[src/rtl/hub75_pkg.sv]
// Shared types and helpers for the HUB75 column driver.
// State encoding, default pixel format and BCM plane bit extraction.
package hub75_pkg;

  typedef enum logic [2:0] {
    IDLE,
    LOAD,
    SHIFT,
    LATCH,
    DISPLAY
  } state_t;

  localparam int unsigned RGB_RES_DEF = 9;
  localparam int unsigned BITS_PER_CH = RGB_RES_DEF / 3;
  localparam int unsigned B_OFF       = 0;
  localparam int unsigned G_OFF       = BITS_PER_CH;
  localparam int unsigned R_OFF       = 2 * BITS_PER_CH;
  localparam int unsigned PIX_MAX     = 64;

  // Pixel is packed {R,G,B}, each field bpc bits wide.
  function automatic logic [2:0] plane_bits(
    input logic [PIX_MAX-1:0] px,
    input logic [5:0]         bpc,
    input logic [5:0]         p
  );
    logic [5:0] r_i;
    logic [5:0] g_i;
    r_i = (bpc << 1) + p;
    g_i = bpc + p;
    return {px[r_i], px[g_i], px[p]};
  endfunction

endpackage

[src/rtl/hub75_bcm_timer.sv]
// Down-counter setting how long one BCM plane stays lit.
// Loads BASE_TIME<<plane on start; done marks the final lit cycle.
module hub75_bcm_timer #(
  parameter int unsigned BASE_TIME = 64,
  parameter int unsigned PLANES    = 3,
  parameter int unsigned PW        = (PLANES > 1) ? $clog2(PLANES) : 1
) (
  input  logic          clk,
  input  logic          rst,
  input  logic          start,
  input  logic [PW-1:0] plane,
  output logic          done
);

  localparam int unsigned CW =
    $clog2((BASE_TIME << (PLANES - 1)) + 1);

  logic [CW-1:0] cnt;

  // load on start, then count down to zero and park
  always_ff @(posedge clk or posedge rst) begin
    if (rst) begin
      cnt <= '0;
    end else if (start) begin
      cnt <= CW'(BASE_TIME) << plane;
    end else if (cnt != '0) begin
      cnt <= cnt - CW'(1);
    end
  end

  assign done = (cnt == CW'(1));

endmodule

[src/rtl/hub75_column_driver.sv]
// HUB75 column-pair driver: snapshots two columns per address,
// shifts them out as BCM planes and lights them on scan line a.
module hub75_column_driver
  import hub75_pkg::*;
#(
  parameter int unsigned SCAN_RATE = 32,
  parameter int unsigned NUM_ROWS  = 64,
  parameter int unsigned RGB_RES   = RGB_RES_DEF,
  parameter int unsigned BASE_TIME = 64
) (
  input  logic                                   clk_in,
  input  logic                                   rst_in,
  input  logic                                   enable_in,
  input  logic [1:0][NUM_ROWS-1:0][RGB_RES-1:0]  columns_in,
  output logic [$clog2(SCAN_RATE)-1:0]           column_index1,
  output logic [$clog2(SCAN_RATE):0]             column_index2,
  output logic [2:0]                             rgb1_out,
  output logic [2:0]                             rgb2_out,
  output logic                                   hub_clk,
  output logic                                   hub_lat,
  output logic                                   hub_oe_n,
  output logic [$clog2(SCAN_RATE)-1:0]           hub_addr,
  output logic                                   frame_done
);

  localparam int unsigned AW    = $clog2(SCAN_RATE);
  localparam int unsigned BPC   = RGB_RES / 3;
  localparam int unsigned PW    = (BPC > 1) ? $clog2(BPC) : 1;
  localparam int unsigned PIX_W = $clog2(2 * NUM_ROWS);
  localparam int unsigned RW    = PIX_W - 1;

  state_t state;
  state_t state_nx;

  logic [PW-1:0]    plane;
  logic [PW-1:0]    plane_nx;
  logic [PIX_W-1:0] pix;
  logic [PIX_W-1:0] pix_nx;
  logic [AW-1:0]    a_nx;
  logic [AW:0]      col2_nx;
  logic             done_nx;
  logic             wrap;

  logic [1:0][NUM_ROWS-1:0][RGB_RES-1:0] snap;

  logic [RW-1:0]      k;
  logic [RW-1:0]      y;
  logic [RGB_RES-1:0] px0;
  logic [RGB_RES-1:0] px1;
  logic               in_shift;
  logic [2:0]         rgb1_nx;
  logic [2:0]         rgb2_nx;
  logic               clk_nx;
  logic               lat_nx;
  logic               oe_nx;
  logic [AW-1:0]      addr_nx;

  logic bcm_done;
  logic last_plane;
  logic shift_end;

  assign last_plane = (plane == PW'(BPC - 1));
  assign shift_end  = (pix == PIX_W'(2 * NUM_ROWS - 1));

  hub75_bcm_timer #(
    .BASE_TIME (BASE_TIME),
    .PLANES    (BPC),
    .PW        (PW)
  ) u_bcm (
    .clk   (clk_in),
    .rst   (rst_in),
    .start (state == LATCH),
    .plane (plane),
    .done  (bcm_done)
  );

  // state, counters and registered panel outputs
  always_ff @(posedge clk_in or posedge rst_in) begin
    if (rst_in) begin
      state         <= IDLE;
      plane         <= '0;
      pix           <= '0;
      column_index1 <= '0;
      column_index2 <= (AW+1)'(SCAN_RATE);
      frame_done    <= 1'b0;
      rgb1_out      <= '0;
      rgb2_out      <= '0;
      hub_clk       <= 1'b0;
      hub_lat       <= 1'b0;
      hub_oe_n      <= 1'b1;
      hub_addr      <= '0;
    end else begin
      state         <= state_nx;
      plane         <= plane_nx;
      pix           <= pix_nx;
      column_index1 <= a_nx;
      column_index2 <= col2_nx;
      frame_done    <= done_nx;
      rgb1_out      <= rgb1_nx;
      rgb2_out      <= rgb2_nx;
      hub_clk       <= clk_nx;
      hub_lat       <= lat_nx;
      hub_oe_n      <= oe_nx;
      hub_addr      <= addr_nx;
    end
  end

  // pixel snapshot, only ever written in LOAD
  always_ff @(posedge clk_in or posedge rst_in) begin
    if (rst_in) begin
      snap <= '0;
    end else if (state == LOAD) begin
      snap <= columns_in;
    end
  end

  // next-state sequencing
  always_comb begin
    state_nx = state;
    unique case (state)
      IDLE:    if (enable_in) state_nx = LOAD;
      LOAD:    state_nx = SHIFT;
      SHIFT:   if (shift_end) state_nx = LATCH;
      LATCH:   state_nx = DISPLAY;
      DISPLAY: begin
        if (bcm_done) begin
          if (!last_plane)    state_nx = SHIFT;
          else if (enable_in) state_nx = LOAD;
          else                state_nx = IDLE;
        end
      end
      default: state_nx = IDLE;
    endcase
  end

  // next values of counters and outputs, looked ahead one cycle
  always_comb begin
    pix_nx   = '0;
    plane_nx = plane;
    a_nx     = column_index1;
    col2_nx  = column_index2;
    done_nx  = 1'b0;
    wrap     = 1'b0;
    if (state == SHIFT) pix_nx = pix + PIX_W'(1);
    if (state == LOAD) plane_nx = '0;
    if (state == DISPLAY && bcm_done) begin
      if (!last_plane) begin
        plane_nx = plane + PW'(1);
      end else begin
        plane_nx = '0;
        wrap     = (column_index1 == AW'(SCAN_RATE - 1));
        a_nx     = wrap ? '0 : column_index1 + AW'(1);
        col2_nx  = {1'b0, a_nx} + (AW+1)'(SCAN_RATE);
        done_nx  = wrap;
      end
    end

    k   = pix_nx[PIX_W-1:1];
    y   = RW'(NUM_ROWS - 1) - k;
    px0 = (state == LOAD) ? columns_in[0][y] : snap[0][y];
    px1 = (state == LOAD) ? columns_in[1][y] : snap[1][y];

    in_shift = (state_nx == SHIFT);
    rgb1_nx  = '0;
    rgb2_nx  = '0;
    if (in_shift) begin
      rgb1_nx = plane_bits(PIX_MAX'(px0), 6'(BPC), 6'(plane_nx));
      rgb2_nx = plane_bits(PIX_MAX'(px1), 6'(BPC), 6'(plane_nx));
    end
    clk_nx  = in_shift & pix_nx[0];
    lat_nx  = (state_nx == LATCH);
    oe_nx   = (state_nx != DISPLAY);
    addr_nx = lat_nx ? column_index1 : hub_addr;
  end

endmodule

[config.mk]
export PLATFORM = sky130hd
export DESIGN_NAME = hub75_column_driver
export DESIGN_NICKNAME = d
export VERILOG_FILES = /design/src/rtl/hub75_pkg.sv /design/src/rtl/hub75_bcm_timer.sv /design/src/rtl/hub75_column_driver.sv
export SDC_FILE = /design/constraint.sdc
export NUM_CORES = 2
export LEC_CHECK = 0
export BUFFER_PORTS_ARGS = -buffer_cell sky130_fd_sc_hd__buf_2
export CORE_AREA = 2 2 459 461
export CTS_CLUSTER_DIAMETER = 30
export DETAILED_ROUTE_END_ITERATION = 7
export DIE_AREA = 0 0 461 463
export MAX_ROUTING_LAYER = met4
export PLACE_DENSITY = 0.54
export SLEW_MARGIN = 20
export SYNTH_ARGS = -nofsm -noshare
export SYNTH_HDL_FRONTEND = slang
export SYNTH_SLANG_ARGS = --single-unit
[constraint.sdc]
create_clock -name clk_in -period 72.3 [get_ports clk_in]
set_clock_uncertainty 0.1 [all_clocks]
set_input_delay 14.46 -clock clk_in [delete_from_list [all_inputs] [get_ports clk_in]]
set_output_delay 14.46 -clock clk_in [all_outputs]
set_load 0.005 [all_outputs]
Word-level counts from Yosys, hierarchy flattened --
Index checks and enable logic that the tools add are counted.
Cells by class: add/subtract/negate cells 8, reductions and logical operators 5, mux-type cells 39, magnitude comparators 4, bitwise logic cells 1, shift-type cells 1, eq/ne operators 11
Operators with widths (count):
- 9-bit binary-select mux with 6-bit select | 4
- 9-bit two-way mux | 8
- 1-bit binary-select mux with 6-bit select | 4
- 3-bit two-way mux | 5
- 3-bit case mux with 5 select lines | 1
- 3-bit by 2-bit == test with 1-bit output (second input constant) | 4
- 9-bit by 1-bit == test with 1-bit output (second input constant) | 1
- 1-bit two-way mux | 9
- 9-bit nonzero test | 1
- 7-bit by 2-bit left shift with 9-bit output (first input constant) | 1
- 9-bit by 1-bit subtractor with 9-bit output (second input constant) | 1
- 2-bit two-way mux | 4
- 7-bit by 1-bit adder with 7-bit output (second input constant) | 1
- 7-bit == test (second input constant) | 1
- 2-bit by 7-bit less-than comparator with 1-bit output (second input constant) | 1
- 3-bit by 7-bit less-than comparator with 1-bit output (second input constant) | 1
- 4-bit by 7-bit less-than comparator with 1-bit output (second input constant) | 1
- 6-bit by 7-bit less-than comparator with 1-bit output (second input constant) | 1
- 7-bit two-way mux | 1
- 5-bit by 6-bit adder with 6-bit output (second input constant) | 1
- 6-bit subtractor (first input constant) | 1
- 5-bit by 1-bit adder with 5-bit output (second input constant) | 1
- 5-bit == test (second input constant) | 1
- 5-bit two-way mux | 1
- other kinds (13) | 14
Storage, ports and cells: output and inout bits 26, flip-flop bits (word level) 1199, logic and storage cells 210, input port bits 1155

Longest topological paths before layout --
depth in word-level cells 9, mapped depth 17

Hierarchy --
Synthesis repeated with hierarchy kept, for this count alone.
Unflattened totals: cell total of the unflattened synthesis 6976, area total of the unflattened synthesis 56203.9 µm²
Modules (own cells, without submodules):
- hub75_column_driver | area an instance 55684.7 µm², instances 1, cells an instance 6922
- hub75_bcm_timer | area an instance 519.2 µm², instances 1, cells an instance 54

Least setup slack after synthesis --
OpenSTA, ideal clock, no wires.
path type input to register, start point input port columns_in[1128] (netlist name), end point register rgb2_out[1], path slack 56.024 ns, data arrival time 16.055 ns, data required time 72.079 ns, stages on the path 8, cells stage by stage mux2_2 > o21ai_0 > a21oi_1 > or4_1 > or4_1 > nor2_1 > a311oi_1 > o22a_1
On the way: longest elaborated chain between the ends 6
Ends and longest elaborated chain:
- start, declared | line hub75_column_driver.sv:14 | input logic [1:0][NUM_ROWS-1:0][RGB_RES-1:0] columns_in,
- 9-bit binary-select mux with 6-bit select | line hub75_column_driver.sv:161 | px1 = (state == LOAD) ? columns_in[1][y] : snap[1][y];
- 9-bit two-way mux (not written as such) | line hub75_column_driver.sv:161
- 9-bit two-way mux | line hub75_column_driver.sv:161
- 1-bit binary-select mux with 6-bit select | line hub75_pkg.sv:30 | return {px[r_i], px[g_i], px[p]};
- 1-bit two-way mux (not written as such) | line hub75_pkg.sv:30
- 3-bit two-way mux | line hub75_column_driver.sv:166 | if (in_shift) begin
- via rgb2_nx[1] | line hub75_column_driver.sv:52 | logic [2:0] rgb2_nx;
- end signal, assigned | line hub75_column_driver.sv:100 | rgb2_out <= rgb2_nx;
- end, declared | line hub75_column_driver.sv:18 | output logic [2:0] rgb2_out,
The timed path passes the listed nets, and every way through them passes these cells. The select of a mux whose other input is x is not followed. A chain may end at the register's enable or synchronous reset.

==> flow_metrics.tcl <==
set metrics [dict create \
    insertion_delay_ps 950 \
    clockRootBuffer "clkbuf_16" \
    post-place-ws_ps 54220 \
    wl_per_cell_um 25.6 \
    p_leak_nw 39.7 \
    drtIter0Drc 6232 \
    syn_avg_cell_area_sq_um 7.70 \
    drt-total-wl_um 298000 \
    total_power_mw 3.77 \
    ir_worst_vdd_mv 0.0287 \
    rr_worst_depth 14 \
    core_area_sq_um 209000 \
    fill_cells 21907 \
    fmax_mhz 58.2 \
    final_hold_viol_count 0 \
    yosysTopAreaCellShare 0.522 \
    netlist.top_cell.by_area "dfrtp_1" \
    syn_area_sq_um 57200 \
    end_kind "async pin" \
    maxCapViolCount 0 \
    cts_tree "yes" \
    dp_hpwl_um 209000 \
    ioPinCount 1181 \
    crit_arrival_ps 17930 \
    cts_inserted_buffers 325 \
    fin_setup_tns_ps 0 \
    areaGrowthSynthToFinish_pct 34.8 \
    grtUsageMet1 0.364 \
    num_vias 59049 \
    cts.sinks 1193 \
    final_nets 9687 \
    dieArea_sq_um 213000 \
    reg2reg_from "pix[0]$_DFF_PP0_" \
    async_flop_share 1.00 \
    place_congestion 0.900 \
    ys_seq_area_frac 0.522 \
    hold_buffers 0 \
    met3_usage 0.0592 \
    worst_slew_pin_slew_ps 1380 \
    yosysUniqueCellTypes 88 \
    grt_pass1_wl_um 416000 \
    ys_warn_count 0 \
    synth_nets 8590 \
    path_max_fanout 176 \
    initial_utilization 0.274 \
    min_period_over_period 0.238 \
    worstHoldStart "snap[14]$_DFFE_PP0P_" \
    hp-class "register to register" \
    power_density_nw_per_um2 48.9 \
    cts_setup_buffers 0 \
    gr-usage-met2 0.412 \
    ctsResizeCount 0 \
    ys_ff_latch 1193 \
    htreeDepth 5 \
    crit_type "primary input to async pin" \
    grt_max_degree 218 \
    gr-max-usage-layer "met2" \
    setup_viol 0 \
    rows 168 \
    grt_usage 0.278 \
    die_h_um 463 \
    report.final.slew_viol_count 0 \
    max_slew_margin 0.0821 \
    synth_edf_count 0 \
    syn_inst 7428 \
    grt_pass1_vias 57751 \
    die-width_um 461 \
    drc 0 \
    firstDrtPassIters 6 \
    grt_setup_unrepaired "false" \
    yosys-top-cells-area "dfrtp_1, nand2_1, nand3_1" \
    numPortBuffers 1179 \
    routed_via_density 5.07 \
    ant_nets 0 \
    layout_setup_ws_ps 55110 \
    crit_required_ps 73040 \
    crit_start "rst_in" \
    status "finished clean" \
    grt_overflow 0 \
    clkTransAtPathRegs_ps 40 \
    ys.flop_type "dfrtp_1" \
    period_needed_ps 17190 \
    drive_gt1_frac 0.222 \
    clk_path_buf_depth 4 \
    antenna_found_initial 97 \
    startpoint_type "primary input" \
    whs_path_depth 2 \
]
[layout make-up]
class / instances / area (sq um) / share of cell area
tap: 2805 / 3510 / 0.0455
multi-input combinational: 5693 / 25300 / 0.329
inverter: 17 / 95.1 / 0.00123
timing repair buffer: 1295 / 6970 / 0.0904
clock buffer: 410 / 9010 / 0.117
antenna: 73 / 183 / 0.00237
sequential: 1193 / 29900 / 0.387
clock inverter: 170 / 2110 / 0.0274
[path summary, 6_finish.rpt]
path	endpoint	slack, ps
max in group clk_in	column_index1[0]	56100
worst max register to register	rgb1_out[1]$_DFF_PP0_	65930
min in group asynchronous	snap[435]$_DFFE_PP0P_	13610
worst min-delay path	snap[14]$_DFFE_PP0P_	360
worst min register to register	snap[14]$_DFFE_PP0P_	360
worst max-delay path	snap[395]$_DFFE_PP0P_	55110
[metrics by stage]
stage / util / instances / hold slack (ps) / instance area [sq um]
2_1_floorplan: - / 7428 / 337 / 57200
3_3_place_gp: 0.315 / 11002 / 351 / 65700
3_5_place_dp: 0.315 / 11002 / 356 / 65700
4_1_cts: 0.368 / 11582 / 365 / 76800
5_1_grt: 0.369 / 11643 / 383 / 77000
6_report: 0.370 / 11656 / 362 / 77100
[routing by layer]
metal  vias up  part of all wire  routed length, um
met3       542             0.086              25600
met4         0             0.041              12100
met5         -                 0                  0
li1      26337                 -                  -
met1     29150              0.43             127000
met2      3020              0.45             133000
[synth_stat cells, drive strengths merged (5+ instances only)]
cell type	number
a2bb2oi	16
clkbuf	338
mux2i	50
o32ai	8
o2bb2ai	10
a31oi	120
o21a	8
xnor2	5
a221oi	19
o31ai	5
and3	52
nor4	9
buf	187
inv	16
dfrtp	1192
a211oi	31
ha	7
a2111oi	6
o211ai	27
nor3	39
a32oi	16
a311oi	11
o21ai	161
a22oi	12
a21o	9
a21oi	145
o221ai	47
nor2	73
o311ai	6
nand3	307
nand4	10
o22ai	70
nand2	4291
mux2	46
o22a	7
xor2	8
and2	6
[cell families (layout without fill, tap and decap cells)]
kind of cell | Yosys count | count (layout) | synth area share
xor gates and xnor gates | 13 | 13 | 0.00199
adders and majority gates | 7 | 7 | 0.00153
AOI/OAI and AO/OA | 762 | 762 | 0.0869
and+or+nand+nor | 4814 | 4814 | 0.330
DFF | 1193 | 1193 | 0.522
other | 1 | 74 | 0.0000656
muxes | 96 | 96 | 0.0178
buffers and inverters | 542 | 1892 | 0.0399
[layout by cell type (no fill, tap or decap), types with 33 or more instances in the layout]
| cell type | synthesis | layout |
|---|---|---|
| buf_4 | 23 | 101 |
| and3_1 | 51 | 51 |
| clkinv_2 | 0 | 66 |
| mux2_2 | 45 | 45 |
| nor2_1 | 73 | 69 |
| clkbuf_8 | 0 | 49 |
| nor3_1 | 38 | 35 |
| o22ai_1 | 70 | 70 |
| buf_2 | 115 | 1179 |
| a21oi_1 | 144 | 143 |
| mux2i_1 | 50 | 47 |
| clkbuf_1 | 338 | 33 |
| nand2_1 | 4290 | 4287 |
| bufinv_16 | 0 | 42 |
| nand3_1 | 306 | 304 |
| clkinvlp_4 | 0 | 36 |
| dfrtp_1 | 1192 | 1192 |
| clkbuf_16 | 0 | 328 |
| o21ai_0 | 157 | 155 |
| diode_2 | 0 | 73 |
| a31oi_1 | 120 | 119 |
| o221ai_1 | 47 | 47 |
[worst max-delay path: stages]
cell and delay, ps:
buf_2 130, inv_8 560, buf_12 700, buf_12 680, buf_12 610
[where the power goes]
group / switching, mW / internal [mW] / total [mW]
combinational: 0.775 / 0.352 / 1.13
clock: 0.446 / 1.02 / 1.47
sequential: 0.181 / 0.995 / 1.18
total: 1.40 / 2.37 / 3.77
[registers in the layout, summed over array words and instances (netlist names)]
name and count:
column_index2 5, frame_done 1, hub_addr 5, hub_clk 1
hub_lat 1, hub_oe_n 1, pix 7, plane 2
rgb1_out 3, rgb2_out 3, snap 1152, state 3
u_bcm.cnt 9
Note: power is estimated with default switching activity, not from simulation.
